[src/rtl/score_hud_ctrl.sv]
// HUD score keeper: saturating score, once-per-frame double-dabble BCD conversion,
// digit font addressing and pixel compositing. Optional blink: `define SCORE_FLASH_EN.
module score_hud_ctrl #(
    parameter int          SCORE_W      = 14,
    parameter int          MAX_SCORE    = 9999,
    parameter int          DIGIT_X0     = 640,
    parameter int          DIGIT_Y0     = 118,
    parameter int          DIGIT_W      = 16,
    parameter int          DIGIT_H      = 24,
    parameter logic [23:0] DIGIT_RGB    = 24'hFFFF00,
    parameter int          FLASH_FRAMES = 60
) (
    input  logic               clk,
    input  logic               rst,
    input  logic               frame_start,
    input  logic               hit_pulse,
    input  logic [3:0]         hit_value,
    input  logic               score_clr,
    input  logic [9:0]         hsync,
    input  logic [9:0]         vsync,
    input  logic [23:0]        label_rgb,
    output logic [3:0]         font_digit,
    output logic [4:0]         font_row,
    output logic [3:0]         font_col,
    input  logic               font_pixel,
    output logic [23:0]        rgb,
    output logic [SCORE_W-1:0] score,
    output logic               conv_busy
);

    typedef enum logic [1:0] {
        ST_IDLE,
        ST_SHIFT,
        ST_LATCH
    } conv_state_e;

    localparam int CNT_W   = $clog2(SCORE_W + 1);
    localparam int FIELD_W = 4 * DIGIT_W;

    conv_state_e        state_q, state_d;
    logic [SCORE_W-1:0] score_q, score_d;
    logic [SCORE_W-1:0] shift_q, shift_d;
    logic [15:0]        acc_q, acc_d;
    logic [15:0]        disp_bcd_q, disp_bcd_d;
    logic [CNT_W-1:0]   bit_cnt_q, bit_cnt_d;
    logic [23:0]        rgb_q, rgb_d;

    logic [SCORE_W:0]   score_sum;
    logic [15:0]        acc_adj;
    logic               digits_hidden;

    function automatic logic [15:0] dabble_adjust(input logic [15:0] bcd);
        logic [15:0] res;
        for (int n = 0; n < 4; n++) begin
            if (bcd[4*n +: 4] >= 4'd5) res[4*n +: 4] = bcd[4*n +: 4] + 4'd3;
            else                       res[4*n +: 4] = bcd[4*n +: 4];
        end
        return res;
    endfunction

    // Sum one bit wider than the score so the saturation compare sees the carry.
    always_comb begin
        // NOTE: every combinational output gets a default first so no path infers a latch.
        score_sum = {1'b0, score_q} + (SCORE_W + 1)'(hit_value);
        score_d   = score_q;
        if (score_clr) begin
            score_d = '0;
        end else if (hit_pulse) begin
            if (score_sum > (SCORE_W + 1)'(MAX_SCORE)) score_d = SCORE_W'(MAX_SCORE);
            else                                       score_d = score_sum[SCORE_W-1:0];
        end
    end

    assign acc_adj = dabble_adjust(acc_q);

    always_comb begin
        state_d    = state_q;
        shift_d    = shift_q;
        acc_d      = acc_q;
        bit_cnt_d  = bit_cnt_q;
        disp_bcd_d = disp_bcd_q;
        conv_busy  = 1'b0;
        case (state_q)
            ST_IDLE: begin
                if (frame_start) begin
                    shift_d   = score_q;
                    acc_d     = '0;
                    bit_cnt_d = '0;
                    state_d   = ST_SHIFT;
                end
            end
            ST_SHIFT: begin
                conv_busy = 1'b1;
                acc_d     = {acc_adj[14:0], shift_q[SCORE_W-1]};
                shift_d   = {shift_q[SCORE_W-2:0], 1'b0};
                bit_cnt_d = bit_cnt_q + 1'b1;
                if (bit_cnt_q == CNT_W'(SCORE_W - 1)) state_d = ST_LATCH;
            end
            ST_LATCH: begin
                conv_busy  = 1'b1;
                disp_bcd_d = acc_q;
                state_d    = ST_IDLE;
            end
            default: state_d = ST_IDLE;
        endcase
    end

`ifdef SCORE_FLASH_EN
    localparam int FLASH_W = ($clog2(FLASH_FRAMES + 1) < 3) ? 3 : $clog2(FLASH_FRAMES + 1);

    logic [FLASH_W-1:0] flash_q, flash_d;

    // A fresh value reaching the display restarts the blink; otherwise count frames down.
    always_comb begin
        flash_d = flash_q;
        if (state_q == ST_LATCH && acc_q != disp_bcd_q) flash_d = FLASH_W'(FLASH_FRAMES);
        else if (frame_start && flash_q != '0)          flash_d = flash_q - 1'b1;
    end

    always_ff @(posedge clk or posedge rst) begin
        if (rst) flash_q <= '0;
        else     flash_q <= flash_d;
    end

    assign digits_hidden = (flash_q != '0) && flash_q[2];
`else
    assign digits_hidden = 1'b0;
`endif

    logic [9:0] dx, dy, idx_full, col_full;
    logic       in_field;
    logic [1:0] digit_idx;
    logic       digit_visible;
    logic       digit_lit;

    assign dx        = hsync - 10'(DIGIT_X0);
    assign dy        = vsync - 10'(DIGIT_Y0);
    assign idx_full  = dx / 10'(DIGIT_W);
    assign col_full  = dx % 10'(DIGIT_W);
    assign digit_idx = idx_full[1:0];
    assign in_field  = (hsync >= 10'(DIGIT_X0)) && (dx < 10'(FIELD_W)) &&
                       (vsync >= 10'(DIGIT_Y0)) && (dy < 10'(DIGIT_H));

    // Digit 0 is the thousands nibble; a digit shows once any digit at or above it is nonzero.
    always_comb begin
        font_digit    = 4'd0;
        font_row      = 5'd0;
        font_col      = 4'd0;
        digit_visible = 1'b1;
        if (in_field) begin
            font_row = dy[4:0];
            font_col = col_full[3:0];
            case (digit_idx)
                2'd0: begin
                    font_digit    = disp_bcd_q[15:12];
                    digit_visible = disp_bcd_q[15:12] != 4'd0;
                end
                2'd1: begin
                    font_digit    = disp_bcd_q[11:8];
                    digit_visible = disp_bcd_q[15:8] != 8'd0;
                end
                2'd2: begin
                    font_digit    = disp_bcd_q[7:4];
                    digit_visible = disp_bcd_q[15:4] != 12'd0;
                end
                default: begin
                    font_digit    = disp_bcd_q[3:0];
                    digit_visible = 1'b1;
                end
            endcase
        end
    end

    assign digit_lit = in_field && digit_visible && !digits_hidden && font_pixel;

    always_comb begin
        rgb_d = 24'h000000;
        if (digit_lit)               rgb_d = DIGIT_RGB;
        else if (label_rgb != 24'd0) rgb_d = label_rgb;
    end

    always_ff @(posedge clk or posedge rst) begin
        if (rst) begin
            state_q    <= ST_IDLE;
            score_q    <= '0;
            shift_q    <= '0;
            acc_q      <= '0;
            disp_bcd_q <= '0;
            bit_cnt_q  <= '0;
            rgb_q      <= '0;
        end else begin
            // NOTE: non-blocking assignments so every register samples pre-edge values.
            state_q    <= state_d;
            score_q    <= score_d;
            shift_q    <= shift_d;
            acc_q      <= acc_d;
            disp_bcd_q <= disp_bcd_d;
            bit_cnt_q  <= bit_cnt_d;
            rgb_q      <= rgb_d;
        end
    end

    assign rgb   = rgb_q;
    assign score = score_q;

endmodule

[config.mk]
export PLATFORM = sky130hd
export DESIGN_NAME = score_hud_ctrl
export DESIGN_NICKNAME = d
export VERILOG_FILES = /design/src/rtl/score_hud_ctrl.sv
export SDC_FILE = /design/constraint.sdc
export NUM_CORES = 1
export LEC_CHECK = 0
export CORE_MARGIN = 2
export CORE_UTILIZATION = 51
export CTS_BUF_LIST = sky130_fd_sc_hd__clkbuf_16
export DETAILED_ROUTE_END_ITERATION = 12
export DONT_BUFFER_PORTS = 1
export PLACE_DENSITY_LB_ADDON = 0.3
export SYNTH_ARGS = -nofsm -noshare
export SYNTH_HDL_FRONTEND = slang
export SYNTH_SLANG_ARGS = --single-unit
[constraint.sdc]
create_clock -name clk -period 5.4 [get_ports clk]
set_input_delay 1.62 -clock clk [delete_from_list [all_inputs] [get_ports clk]]
set_output_delay 1.62 -clock clk [all_outputs]
set_load 0.005 [all_outputs]
# Word level (Yosys, flattened, before mapping)
# Index checks and enable logic that the tools add are counted.
# word_totals
elab_cells,72
ff_bits,90
in_bits,54
# op_classes
n_reduce_logical,16
muxes,25
eq_ne,7
order_cmp,9
addsub,8
# ops
cell,count
two-way mux 14 bit,4
two-way mux 24 bit,2
one-hot mux 16 bit (2 select lines),1
one-hot mux 14 bit (2 select lines),1
two-way mux 4 bit,6
nonzero test 24 bit,1
>= comparator 4 x 3 -> 1 bit (second input constant),4
two-way mux 16 bit,1
adder 14 x 4 -> 15 bit,1
greater-than comparator 15 x 14 -> 1 bit (second input constant),1
adder 4 x 2 -> 4 bit (second input constant),3
one-hot mux 4 bit (3 select lines),1
nonzero test 12 bit,1
>= comparator 10 bit (second input constant),1
>= comparator 10 x 7 -> 1 bit (second input constant),1
< comparator 10 x 5 -> 1 bit (second input constant),1
< comparator 10 x 7 -> 1 bit (second input constant),1
subtractor 10 bit (second input constant),1
subtractor 10 x 7 -> 10 bit (second input constant),1
one-hot mux 4 bit (2 select lines),1
nonzero test 8 bit,1
logical AND 1 bit,5
two-way mux 5 bit,1
adder 4 x 1 -> 4 bit (second input constant),1
other kinds (15),23

# Depth between registers and ports, before layout
# logic_depth
depth_word,9
mapped_depth,12
ltp_nobuf,11

# Worst setup path after synthesis
# No wires, ideal clock.
# synth_path
kind,input to output
startpoint,input vsync[1]
endpoint,output font_digit[0]
required_ns,3.780
cell_stages,7
t_arrival_ns,3.303
slack_ns,0.477
cell_sequence,ha_1 -> nor2_1 -> a311oi_1 -> or4b_1 -> a221oi_1 -> clkbuf_1 -> and2_1
# synth_via
elab_chain_len,4
# synth_rtl
element,line,rtl
from (decl),20,"input logic [9:0] vsync,"
subtractor 10 x 7 -> 10 bit or >= comparator 10 x 7 -> 1 bit (tied branches),"137, 142",
< comparator 10 x 5 -> 1 bit or logical AND 1 bit (tied branches),"142, 141",
logical AND 1 bit (*),142,(vsync >= 10'(DIGIT_Y0)) && (dy < 10'(DIGIT_H));
two-way mux 4 bit (*),150,if (in_field) begin
to (decl),22,"output logic [3:0] font_digit,"
# Every way passes the cells marked *; elsewhere a longest branch is shown, timed or not.

# Final worst setup path
# layout_path
startpoint,input vsync[1]
endpoint,output font_row[1]
# layout_via
elab_chain_len,4
# layout_rtl
element,line,rtl
subtractor 10 x 7 -> 10 bit or >= comparator 10 x 7 -> 1 bit (tied branches),"137, 142",
< comparator 10 x 5 -> 1 bit or logical AND 1 bit (tied branches),"142, 141",
logical AND 1 bit,142,
two-way mux 5 bit (*),150,
to (decl),23,"output logic [4:0] font_row,"
# Marked as above.

==> results.sh <==
export IMPL_status="finished clean"
export IMPL_first_pass_iters=4
export IMPL_rsz0062_at_grt="false"
export IMPL_yosysSeqAreaShare=0.463
export IMPL_die_height_um=102
export IMPL_cts_setup_buffers=0
export IMPL_die_area_mm2=0.0103
export IMPL_yosysTopAreaCellShare=0.463
export IMPL_end_kind="primary output"
export IMPL_wl_per_cell_um=15.2
export IMPL_h_tree_depth=3
export IMPL_synth_avg_cell_area_um2=10.0
export IMPL_clock_latency_ns=0.33
export IMPL_drc=0
export IMPL_antenna_found_initial=0
export IMPL_syn_nets=560
export IMPL_post_cts_resized=0
export IMPL_p_comb_frac=0.179
export IMPL_synth_ff_type="dfrtp_1"
export IMPL_slew_violations=0
export IMPL_place_congestion=0.771
export IMPL_grt_max_degree=51
export IMPL_critPathLaunch="vsync[1]"
export IMPL_fin_crit_sh=0.899
export IMPL_synth_edf_count=0
export IMPL_drtIter0Drc=180
export IMPL_ys_seq_elements=90
export IMPL_final_hold_viol_count=0
export IMPL_core_rowCount=35
export IMPL_p_sw_frac=0.284
export IMPL_holdCritPathClass="flop to flop"
export IMPL_path_class="input pin to primary output"
export IMPL_cts_buffers=9
export IMPL_grt_ovfl_total=0
export IMPL_initial_utilization=0.526
export IMPL_clk_pin_slew_ns=0.06
export IMPL_setup_violations=0
export IMPL_clock_skew_ns=0.00493
export IMPL_p_int_mw=1.24
export IMPL_clockPowerShare=0.379
export IMPL_synth_cell_types=56
export IMPL_fp_dieW_um=102
export IMPL_p_leak_nw=2.31
export IMPL_antenna_cells=0
export IMPL_drt_vias_per_instance=5.68
export IMPL_cts_tree="yes"
export IMPL_cp_data_required_time_ns=3.78
export IMPL_clockBufferDepth=2
export IMPL_gr_usage_all_layers=0.186
export IMPL_ant_nets=0
export IMPL_final_cell_area_mm2=0.00527
export IMPL_postSynthCellCount=486
export IMPL_area_growth_pct=8.23
export IMPL_tightest_slew_ns=1.09
export IMPL_maxCapViolCount=0
export IMPL_io_buffers=0
export IMPL_power_density_mw_per_mm2=328
export IMPL_ir_drop_mv=0.213
export IMPL_pre_cts_ws_ns=0.538
export IMPL_fmaxAchievable_mhz=206
export IMPL_setup_ws_ns=0.544
export IMPL_ys_async_sr_fraction=1.00
export IMPL_cts_sinks=90
export IMPL_hp_start="shift_q[11]"
export IMPL_synth_area_leaders="dfrtp_1 46%, ha_1 4.9%, o21ai_0 4.6%"
export IMPL_cp_data_arrival_time_ns=3.24
export IMPL_drive_above_1_share=0.140
export IMPL_synth_top_cell_by_area="dfrtp_1"
export IMPL_place_area_mm2=0.00495
export IMPL_core_area_mm2=0.00924
export IMPL_grt_pass1_wl_mm=15.4
export IMPL_p_seq_frac=0.442
export IMPL_yosysWarnings=0
export IMPL_dp_hpwl_mm=6.60
export IMPL_syn_cell_area_mm2=0.00486
export IMPL_final_nets=547
export IMPL_critPathLaunchType="input pin"
export IMPL_routed_wl_mm=9.22
export IMPL_vias=3449
export IMPL_grt_pass1_vias=3382
export IMPL_p_sw_uw=490
export IMPL_timing_rr_start="score[0]"
export IMPL_finalPower_mw=1.73
export IMPL_slew_headroom=0.255
export IMPL_period_needed_ns=4.86
export IMPL_cp_max_fo=14
export IMPL_cts_root_buf="clkbuf_16"
export IMPL_final_setup_tns_ns=0
export IMPL_hold_buffers=0
export IMPL_pin_count=106
## worst max-delay path, cell delays in order
cell and delay (ns):
ha_1 0.18, nor2_1 0.18, a311oi_1 0.12, or4b_1 0.51, a221oi_1 0.25, buf_4 0.20, nor2b_1 0.17
## through the flow
stage	hold WS (ns)	cells	util
finish	0.486	607	0.570
floorplan	0.450	486	-
CTS	0.489	607	0.570
detailed placement	0.475	591	0.535
global placement	0.461	591	0.535
global route	0.504	607	0.570
## power groups by stage
stage | Combinational (mW) | Clock [mW] | Sequential (mW)
3_5_place_dp | 0.313 | 0 | 0.775
6_report | 0.310 | 0.653 | 0.763
5_1_grt | 0.355 | 0.694 | 0.770
4_1_cts | 0.315 | 0.666 | 0.763
3_3_place_gp | 0.299 | 0 | 0.772
2_1_floorplan | 0.254 | 0 | 0.761
## worst paths after layout
| kind | to | slack, ns | cells after the start |
|---|---|---|---|
| max in group asynchronous | rgb[20] | 3.10 | 2 |
| min in group asynchronous | rgb[11] | 1.31 | 1 |
| hold reg to reg | shift_q[11] | 0.49 | 2 |
| setup / recovery | font_row[1] | 0.54 | 7 |
| setup reg to reg | score[8] | 2.15 | 12 |
| hold / removal | shift_q[11] | 0.49 | 2 |
## synth_stat cells (4+ instances only)
| cell type | n |
|---|---|
| nand2b_1 | 9 |
| clkbuf_1 | 20 |
| a21oi_1 | 19 |
| xor2_1 | 4 |
| nor2b_1 | 14 |
| a31oi_1 | 7 |
| o21a_1 | 7 |
| a311oi_2 | 4 |
| nand3_1 | 14 |
| and2_1 | 12 |
| ha_1 | 19 |
| o21ai_0 | 45 |
| or2_2 | 16 |
| nor3_1 | 11 |
| nor2_1 | 24 |
| buf_1 | 4 |
| and3_1 | 7 |
| mux4_2 | 4 |
| xnor2_1 | 6 |
| mux2i_1 | 17 |
| nand2_1 | 44 |
| dfrtp_1 | 90 |
| mux2_2 | 16 |
| inv_1 | 23 |
## metal layers
metal,up-vias,share of wire,global-route usage
li1,1681,-,-
met1,1669,0.43,0.226
met2,86,0.51,0.326
met3,13,0.044,0.0311
met4,0,0.017,0.0759
met5,-,0,0
## cells in the final DEF, fill, tap and decap left out, types with 9 or more instances in the layout
cell type  Yosys  layout
clkbuf_16      0       9
nor2_1        24      24
inv_1         23      22
nand2_1       44      44
dfrtp_1       90      90
o21ai_0       45      44
or2_2         16      16
a21oi_1       19      19
mux2i_1       17      16
nand2b_1       9       9
ha_1          19      19
mux2_2        16      16
nor3_1        11      11
and2_1        12      12
nand3_1       14      14
nor2b_1       14      14
## registers in the layout, indices dropped and copies added (netlist names)
register	flops
disp_bcd_q	16
state_q	2
bit_cnt_q	4
shift_q	14
acc_q	16
rgb	24
score	14
## area by class of cell
cell class | count | area, µm²
Fill cell | 808 | 3980
Multi-Input combinational cell | 345 | 2420
Sequential cell | 90 | 2250
Clock buffer | 9 | 225
Tap cell | 129 | 161
Clock inverter | 7 | 92.6
Inverter | 23 | 87.6
Timing Repair Buffer | 4 | 30.0
## cells by family after synthesis
family,share of synthesized area
buffers and inverters,0.0430
multiplexers,0.0905
adder cells (fa/ha/maj),0.0530
flip-flops,0.463
AO/OA/AOI/OAI,0.152
XOR/XNOR,0.0180
AND/OR/NAND/NOR,0.181
Power figures use the tool's default switching activity.
